### config.mk
export PLATFORM = sky130hd
export DESIGN_NAME = mux16_rr_arbiter
export DESIGN_NICKNAME = d
export VERILOG_FILES = /design/src/rtl/mux_defs.sv /design/src/rtl/mux_16to1.sv /design/src/rtl/mux16_rr_arbiter.sv
export SDC_FILE = /design/constraint.sdc
export NUM_CORES = 1
export LEC_CHECK = 0
export ABC_AREA = 1
export BUFFER_PORTS_ARGS = -buffer_cell sky130_fd_sc_hd__buf_2
export CAP_MARGIN = 15
export CORE_ASPECT_RATIO = 2
export CORE_MARGIN = 1
export CORE_UTILIZATION = 45
export DETAILED_ROUTE_END_ITERATION = 16
export HOLD_SLACK_MARGIN = 0.12
export PLACE_DENSITY = 0.73
export RECOVER_POWER = 25
export SLEW_MARGIN = 0
export SYNTH_ARGS = -nofsm -noshare
export SYNTH_HDL_FRONTEND = slang
export SYNTH_HIERARCHICAL = 1
export SYNTH_SLANG_ARGS = --single-unit
### constraint.sdc
create_clock -name clk -period 7 [get_ports clk]
set_input_delay 1.4 -clock clk [delete_from_list [all_inputs] [get_ports clk]]
set_output_delay 1.4 -clock clk [all_outputs]
set_load 0.02 [all_outputs]
### src/rtl/mux_defs.sv
// Shared constants and state encoding for the 16-way round-robin arbiter.
package mux_defs;

    localparam int NREQ  = 16;
    localparam int SEL_W = 4;
    localparam int WIDTH = 4;

    typedef enum logic {
        ST_IDLE = 1'b0,
        ST_HOLD = 1'b1
    } state_e;

endpackage

### src/rtl/mux_16to1.sv
// 16:1 word multiplexer over a flattened input bus.
module mux_16to1
    import mux_defs::*;
(
    input  logic [NREQ*WIDTH-1:0] d_i,
    input  logic [SEL_W-1:0]      s_i,
    output logic [WIDTH-1:0]      y_o
);

    logic [WIDTH-1:0] slot [NREQ];

    for (genvar k = 0; k < NREQ; k++) begin : g_slot
        assign slot[k] = d_i[WIDTH*k +: WIDTH];
    end

    assign y_o = slot[s_i];

endmodule

### src/rtl/mux16_rr_arbiter.sv
// Round-robin arbiter sharing one 16:1 mux among 16 requesters,
// with a registered valid/ready output channel.
module mux16_rr_arbiter
    import mux_defs::*;
(
    input  logic                  clk,
    input  logic                  rst,
    input  logic [NREQ-1:0]       req,
    input  logic [NREQ*WIDTH-1:0] din,
    output logic [NREQ-1:0]       grant,
    output logic [NREQ-1:0]       ack,
    output logic [SEL_W-1:0]      sel,
    output logic [WIDTH-1:0]      out_data,
    output logic                  out_valid,
    input  logic                  out_ready
);

    state_e           state_q;
    logic [SEL_W-1:0] ptr_q;
    logic [SEL_W-1:0] sel_q;
    logic [NREQ-1:0]  grant_q;
    logic [WIDTH-1:0] data_q;
    logic             valid_q;

    logic             hs;
    logic [SEL_W-1:0] ptr_d;
    logic [SEL_W-1:0] win;
    logic [WIDTH-1:0] mux_y;

    // Rotate so ptr lands at bit 0, take the lowest set bit, rotate back.
    function automatic logic [SEL_W-1:0] rr_pick(
        input logic [NREQ-1:0]  r,
        input logic [SEL_W-1:0] p
    );
        logic [NREQ-1:0]  rot;
        logic [SEL_W-1:0] pos;
        rot = NREQ'({r, r} >> p);
        pos = '0;
        for (int i = NREQ - 1; i >= 0; i--) begin
            if (rot[i]) pos = SEL_W'(i);
        end
        return p + pos;
    endfunction

    assign hs = valid_q & out_ready;

    // Owner sits last in the search from sel+1, so it only wins if alone.
    assign ptr_d = hs ? sel_q + 1'b1 : ptr_q;
    assign win   = rr_pick(req, ptr_d);

    mux_16to1 u_mux (
        .d_i (din),
        .s_i (win),
        .y_o (mux_y)
    );

    always_ff @(posedge clk) begin
        if (rst) begin
            state_q <= ST_IDLE;
            ptr_q   <= '0;
            sel_q   <= '0;
            grant_q <= '0;
            data_q  <= '0;
            valid_q <= 1'b0;
        end else begin
            unique case (state_q)
                ST_IDLE: begin
                    if (|req) begin
                        sel_q   <= win;
                        grant_q <= {{(NREQ-1){1'b0}}, 1'b1} << win;
                        data_q  <= mux_y;
                        valid_q <= 1'b1;
                        state_q <= ST_HOLD;
                    end
                end
                ST_HOLD: begin
                    if (out_ready) begin
                        ptr_q <= ptr_d;
                        if (|req) begin
                            sel_q   <= win;
                            grant_q <= {{(NREQ-1){1'b0}}, 1'b1} << win;
                            data_q  <= mux_y;
                        end else begin
                            grant_q <= '0;
                            valid_q <= 1'b0;
                            state_q <= ST_IDLE;
                        end
                    end
                end
            endcase
        end
    end

    assign grant     = grant_q;
    assign sel       = sel_q;
    assign out_data  = data_q;
    assign out_valid = valid_q;
    assign ack       = grant_q & {NREQ{hs}};

endmodule

After elaboration in Yosys (flattened, before gate mapping):

Index checks and enable logic that the tools add are counted.

* bitwise logic cells: 4
* shifts and indexed selects: 2
* order comparisons: 1
* reductions and logical operators: 4
* $add $sub $neg: 2
* eq/ne operators: 3
* multiplexer cells: 37

Operators with widths (number)
* 2-to-1 mux 4 bit: 23
* 2-to-1 mux 16 bit: 3
* one-hot mux 16 bit (2 select lines): 1
* >> shifter 32 x 4 -> 16 bit: 1
* bitwise AND 16 bit: 1
* binary-select mux 4 bit (select 4 bit): 1
* one-hot mux 4 bit (2 select lines): 2
* OR reduction 16 bit: 1
* left shift 1 x 4 -> 16 bit (first input constant): 1
* != test 2 bit (second input constant): 3
* greater-or-equal comparator 5 bit (second input constant): 1
* 2-to-1 mux 1 bit: 5
* NOT 4 -> 5 bit: 1
* adder 4 x 1 -> 4 bit (second input constant): 1
* adder 4 bit: 1
* one-hot mux 1 bit (2 select lines): 2
* AND reduction 2 bit: 2
* AND reduction 3 bit: 1
* bitwise AND 1 bit: 1
* NOT 1 bit: 1

* logic and storage cells: 59
* output and inout port bits: 41
* bits in registers: 30
* input bits: 83

Longest topological paths before layout:

* depth in word-level cells: 27
* gate-level depth with buffers: 39
* mapped depth without buffers: 38

Hierarchy:

Netlist, hierarchy kept.

By module, submodules not included
* mux16_rr_arbiter: cells each 477, sequential area each 600.6 sq um, area an instance 2795.2 sq um, times used 1
* mux_16to1: cells each 195, sequential area each 0.0 sq um, area an instance 854.6 sq um, times used 1

Worst setup path after synthesis:

Ideal clock, no wire load.

* path type: input -> register
* from: input out_ready
* to: register data_q[3] (netlist: out_data[3])
* buffers on the path: 3
* required time: 6.884 ns
* library setup time: 0.116 ns
* cell stages on the path: 36
* path slack: 2.236 ns
* arrival time: 4.649 ns
* cells stage by stage: nand2_4 -> clkinv_4 -> nand2_2 -> nand2_2 -> buf_6 -> buf_6 -> nand3_1 -> nand3_1 -> nand3_1 -> nand2_1 -> nand2_1 -> nand2_1 -> nand2_1 -> nand2_1 -> nand2_1 -> nand2_1 -> nand2_1 -> nand2_1 -> nand2_1 -> nand2_1 -> nand2_1 -> nand2_1 -> nand2_1 -> a21oi_1 -> ha_1 -> inv_1 -> fa_1 -> xor2_1 -> inv_1 -> buf_2 -> inv_1 -> nand3_1 -> nand3_1 -> nand2_1 -> nor2_1 -> nor2_1

* longest elaborated chain between the ends: 27
* elaborated cells between the ends (all ways): 28
* those cells by class: add/sub: 1; eq/ne: 1; shift: 1; mux: 23; bitwise: 2

Ends and longest elaborated chain
* start: declaration: line mux16_rr_arbiter.sv:15 `input logic out_ready`
* bitwise AND 1 bit *: line mux16_rr_arbiter.sv:45 `assign hs = valid_q & out_ready;`
* 2-to-1 mux 4 bit *: line mux16_rr_arbiter.sv:48 `assign ptr_d = hs ? sel_q + 1'b1 : ptr_q;`
* >> shifter 32 x 4 -> 16 bit: line mux16_rr_arbiter.sv:37 `rot = NREQ'({r, r} >> p);`
* 2-to-1 mux 4 bit (16 in a row): line mux16_rr_arbiter.sv:40 `if (rot[i]) pos = SEL_W'(i);`
* adder 4 bit *: line mux16_rr_arbiter.sv:42 `return p + pos;`
* net win[2]: line mux16_rr_arbiter.sv:27 `logic [SEL_W-1:0] win;`
* NOT 4 -> 5 bit (not written as such) *: line mux_16to1.sv:16 `assign y_o = slot[s_i];`
* binary-select mux 4 bit (select 4 bit) *: line mux_16to1.sv:16
* 2-to-1 mux 4 bit (not written as such) * (2 in a row): line mux_16to1.sv:16
* net mux_y[3]: line mux16_rr_arbiter.sv:28 `logic [WIDTH-1:0] mux_y;`
* 2-to-1 mux 4 bit *: line mux16_rr_arbiter.sv:68, mux16_rr_arbiter.sv:79
* 2-to-1 mux 4 bit: line mux16_rr_arbiter.sv:77 `if (out_ready) begin`
* one-hot mux 4 bit (2 select lines) *: line mux16_rr_arbiter.sv:66 `unique case (state_q)`
* end signal: assignment: line mux16_rr_arbiter.sv:71 `data_q <= mux_y;`
* end signal: assignment: line mux16_rr_arbiter.sv:82 `data_q <= mux_y;`
* end: declaration: line mux16_rr_arbiter.sv:22 `logic [WIDTH-1:0] data_q;`

The timed path passes the listed nets; every way through them passes the cells marked *. The select of a mux whose other input is x is not followed.
A chain may end at the register's enable or synchronous reset.

Final worst setup path:

* from: input out_ready
* to: register data_q[2] (netlist: out_data[2])

Same word-level chain as after synthesis.

==> qor.txt <==
Synth async-reset ratio: 0
Reg-to-Reg Start: sel[0]
Placed instance count: 867
Clk Latency, worst-skew pair: 280 ps
Clk sink count: 30
Unique masters post-synth: 38
Post-DRT Antenna Nets: 0
I/O pin count: 124
Slowest stage delay, CP: 610 ps
Tmin final: 5730 ps
N_diodes: 0
Status: complete, no violations
Worst R2R Path Depth: 31
Dpl hpwl: 9560 µm
Syn nets: 760
Post-synth EDFFs: 0
Final wirelength: 11800 µm
Headroom to the max-slew limit: 0.224
PnR Total Power: 1160 µW
Max Buffers Root-to-Sink: 2
Syn avg cell area: 5.43 µm²
Min-Delay Path Depth: 2
Largest net degree at the start of global routing: 33
Core ar.: 7890 µm²
Sequential share of the synthesized area: 0.165
Crit-path max FO: 26
Chip height: 129 µm
Fin cells: 875
Routability cong.: 1.02
Warnings, synthesis: 6
I/O Buffers: 123
CP Class: primary input to flop
First-pass detailed-route iteration total: 6
DR vias/cell: 5.14
Post-Syn Area: 3650 µm²
Vias in the first global route: 4254
Fin area: 4330 µm²
Synth Instances: 672
Multi-input gate area in the final layout: 2360 µm²
Crit end category: flop
WP data required: 7170 ps
Worst-path clk slew: 50 ps
Cts bufs inserted: 5
CTS tree: done
CP Launch Type: primary input
Clk_skew: 4.02 ps
Tcrit/Tclk final: 0.818
Max-cap viol count: 0
Total gr overflow: 0
DIE WIDTH: 65.7 µm
# DRC: 0
Area delta synth->final: 18.6%
Crit path from: out_ready
Hold crit path type: flop to flop
Routed vias: 4494
Final slew viol count: 0
VDD IR max: 177 µV
DP Area: 4210 µm²
Fin. Hold Viols: 0
Top cell by count, worst path: nand2_1
First DRT Iteration DRCs: 297
CTS Hold Bufs: 0
Final setup violation count: 0
# rows: 46
Worst EP arrival: 5900 ps
CTS root buf: clkbuf_16
Total track usage: 0.293
Htree depth: 2
Slew of the pin with the lowest slew margin: 1160 ps
Initial Utilization: 0.463
FF+latch count, synth: 30
Nets: 867
First-pass GRT wire length: 19000 µm
Main synth FF type: dfxtp_1
Post-CTS sizing: 0
Final core occ: 0.549
Die area: 8500 µm²
Post-CTS setup buffers: 0
PwrDens: 267 nW/µm²
Setup TNS: 0 ps
Fmax: 0.175 GHz
RSZ-0062 raised after global routing: no
Hold Path Origin: grant[5]
Flip-flop and latch area: 601 µm²
# fillers: 831
Initial antenna violation count: 0
Lkg Pwr: 0.00244 µW
Fraction of layout cells with a size suffix above 1: 0.208
Slowest-stage cell, CP: o21ai_1
Wire per inst: 13.5 µm
## registers in the layout, summed over array words and instances, names as in the netlist
| signal | count |
|---|---|
| grant | 16 |
| out_data | 4 |
| state_q | 1 |
| sel | 4 |
| ptr_q | 4 |
| out_valid | 1 |
## through the flow
step / hold WS (ps) / setup WS (ps)
finish: 484 / 1270
global route: 509 / 715
CTS: 480 / 1300
detailed placement: 472 / 1030
global placement: 477 / 1140
floorplan: 486 / 2240
## kinds of logic after synthesis
logic type	share of synthesized area
compound gates	0.114
fa+ha+maj	0.0192
xor+xnor	0.00960
simple gates	0.503
buf+inv	0.190
flops	0.165
## path summary, 6_finish.rpt
kind | endpoint | slack, ps
setup / recovery | out_data[2] | 1270
setup reg to reg | out_data[2] | 2040
hold / removal | grant[5] | 480
hold reg to reg | grant[5] | 480
## power breakdown
group	internal (µW)	switching, µW
registers	196	20.8
clock network	129	68.8
logic	239	501
## placed cells by master (no fill, tap or decap), types with 2 or more instances in the layout
master	instances
xor2_1	2
a21oi_1	18
nand2_4	3
nor2_1	41
o21ai_2	3
and2_1	4
o21a_1	3
nand2_2	17
buf_2	108
a31oi_1	3
clkbuf_16	5
nand3_1	111
ha_1	4
nor3_1	8
xnor2_1	2
a21oi_2	8
nand2_1	216
nand4_1	4
o21ai_1	13
o21ai_0	16
clkbuf_1	17
inv_1	121
buf_4	3
dfxtp_1	30
nor2_2	5
## synthesized netlist by cell type, types with 3 or more instances
| master | instances | share of area |
|---|---|---|
| buf_4 | 5 | 0.010 |
| buf_6 | 10 | 0.031 |
| ha_1 | 4 | 0.014 |
| o21a_1 | 3 | 0.0062 |
| o21ai_1 | 13 | 0.018 |
| nor2_2 | 5 | 0.0086 |
| a21oi_1 | 18 | 0.025 |
| nor3_1 | 8 | 0.011 |
| clkbuf_1 | 6 | 0.0062 |
| inv_1 | 121 | 0.12 |
| o21ai_0 | 16 | 0.022 |
| a31oi_1 | 3 | 0.0051 |
| and2_1 | 4 | 0.0069 |
| dfxtp_1 | 30 | 0.16 |
| nand2_2 | 17 | 0.029 |
| nand3_1 | 111 | 0.15 |
| nand4_1 | 4 | 0.0069 |
| nand2_1 | 216 | 0.22 |
| buf_2 | 6 | 0.0082 |
| nor2_1 | 41 | 0.042 |
| a21oi_2 | 8 | 0.019 |
| nand2_4 | 3 | 0.0093 |
| o21ai_2 | 3 | 0.0072 |
## layer usage
layer | up-vias | routed length, µm | global-route usage
li1 | 2295 | - | -
met1 | 1969 | 3930 | 0.253
met2 | 177 | 6470 | 0.562
met3 | 53 | 504 | 0.0387
met4 | 0 | 905 | 0.244
met5 | - | 0 | 0
## layout make-up
type                       count  share of cell area
clock buffer                   7              0.0306
inverter                     125               0.113
multi-input combinational    490               0.544
sequential                    30               0.139
tap                           96              0.0277
timing repair buffer         127               0.146
## critical path, delay by kind of cell
kind                       cells  cell delay, ps
buffers and inverters          5             960
and+or+nand+nor               21            1820
xor gates and xnor gates       1             420
adders and majority gates      2             540
AOI/OAI and AO/OA              2             740
No activity file was read; power rests on OpenSTA's default activity.
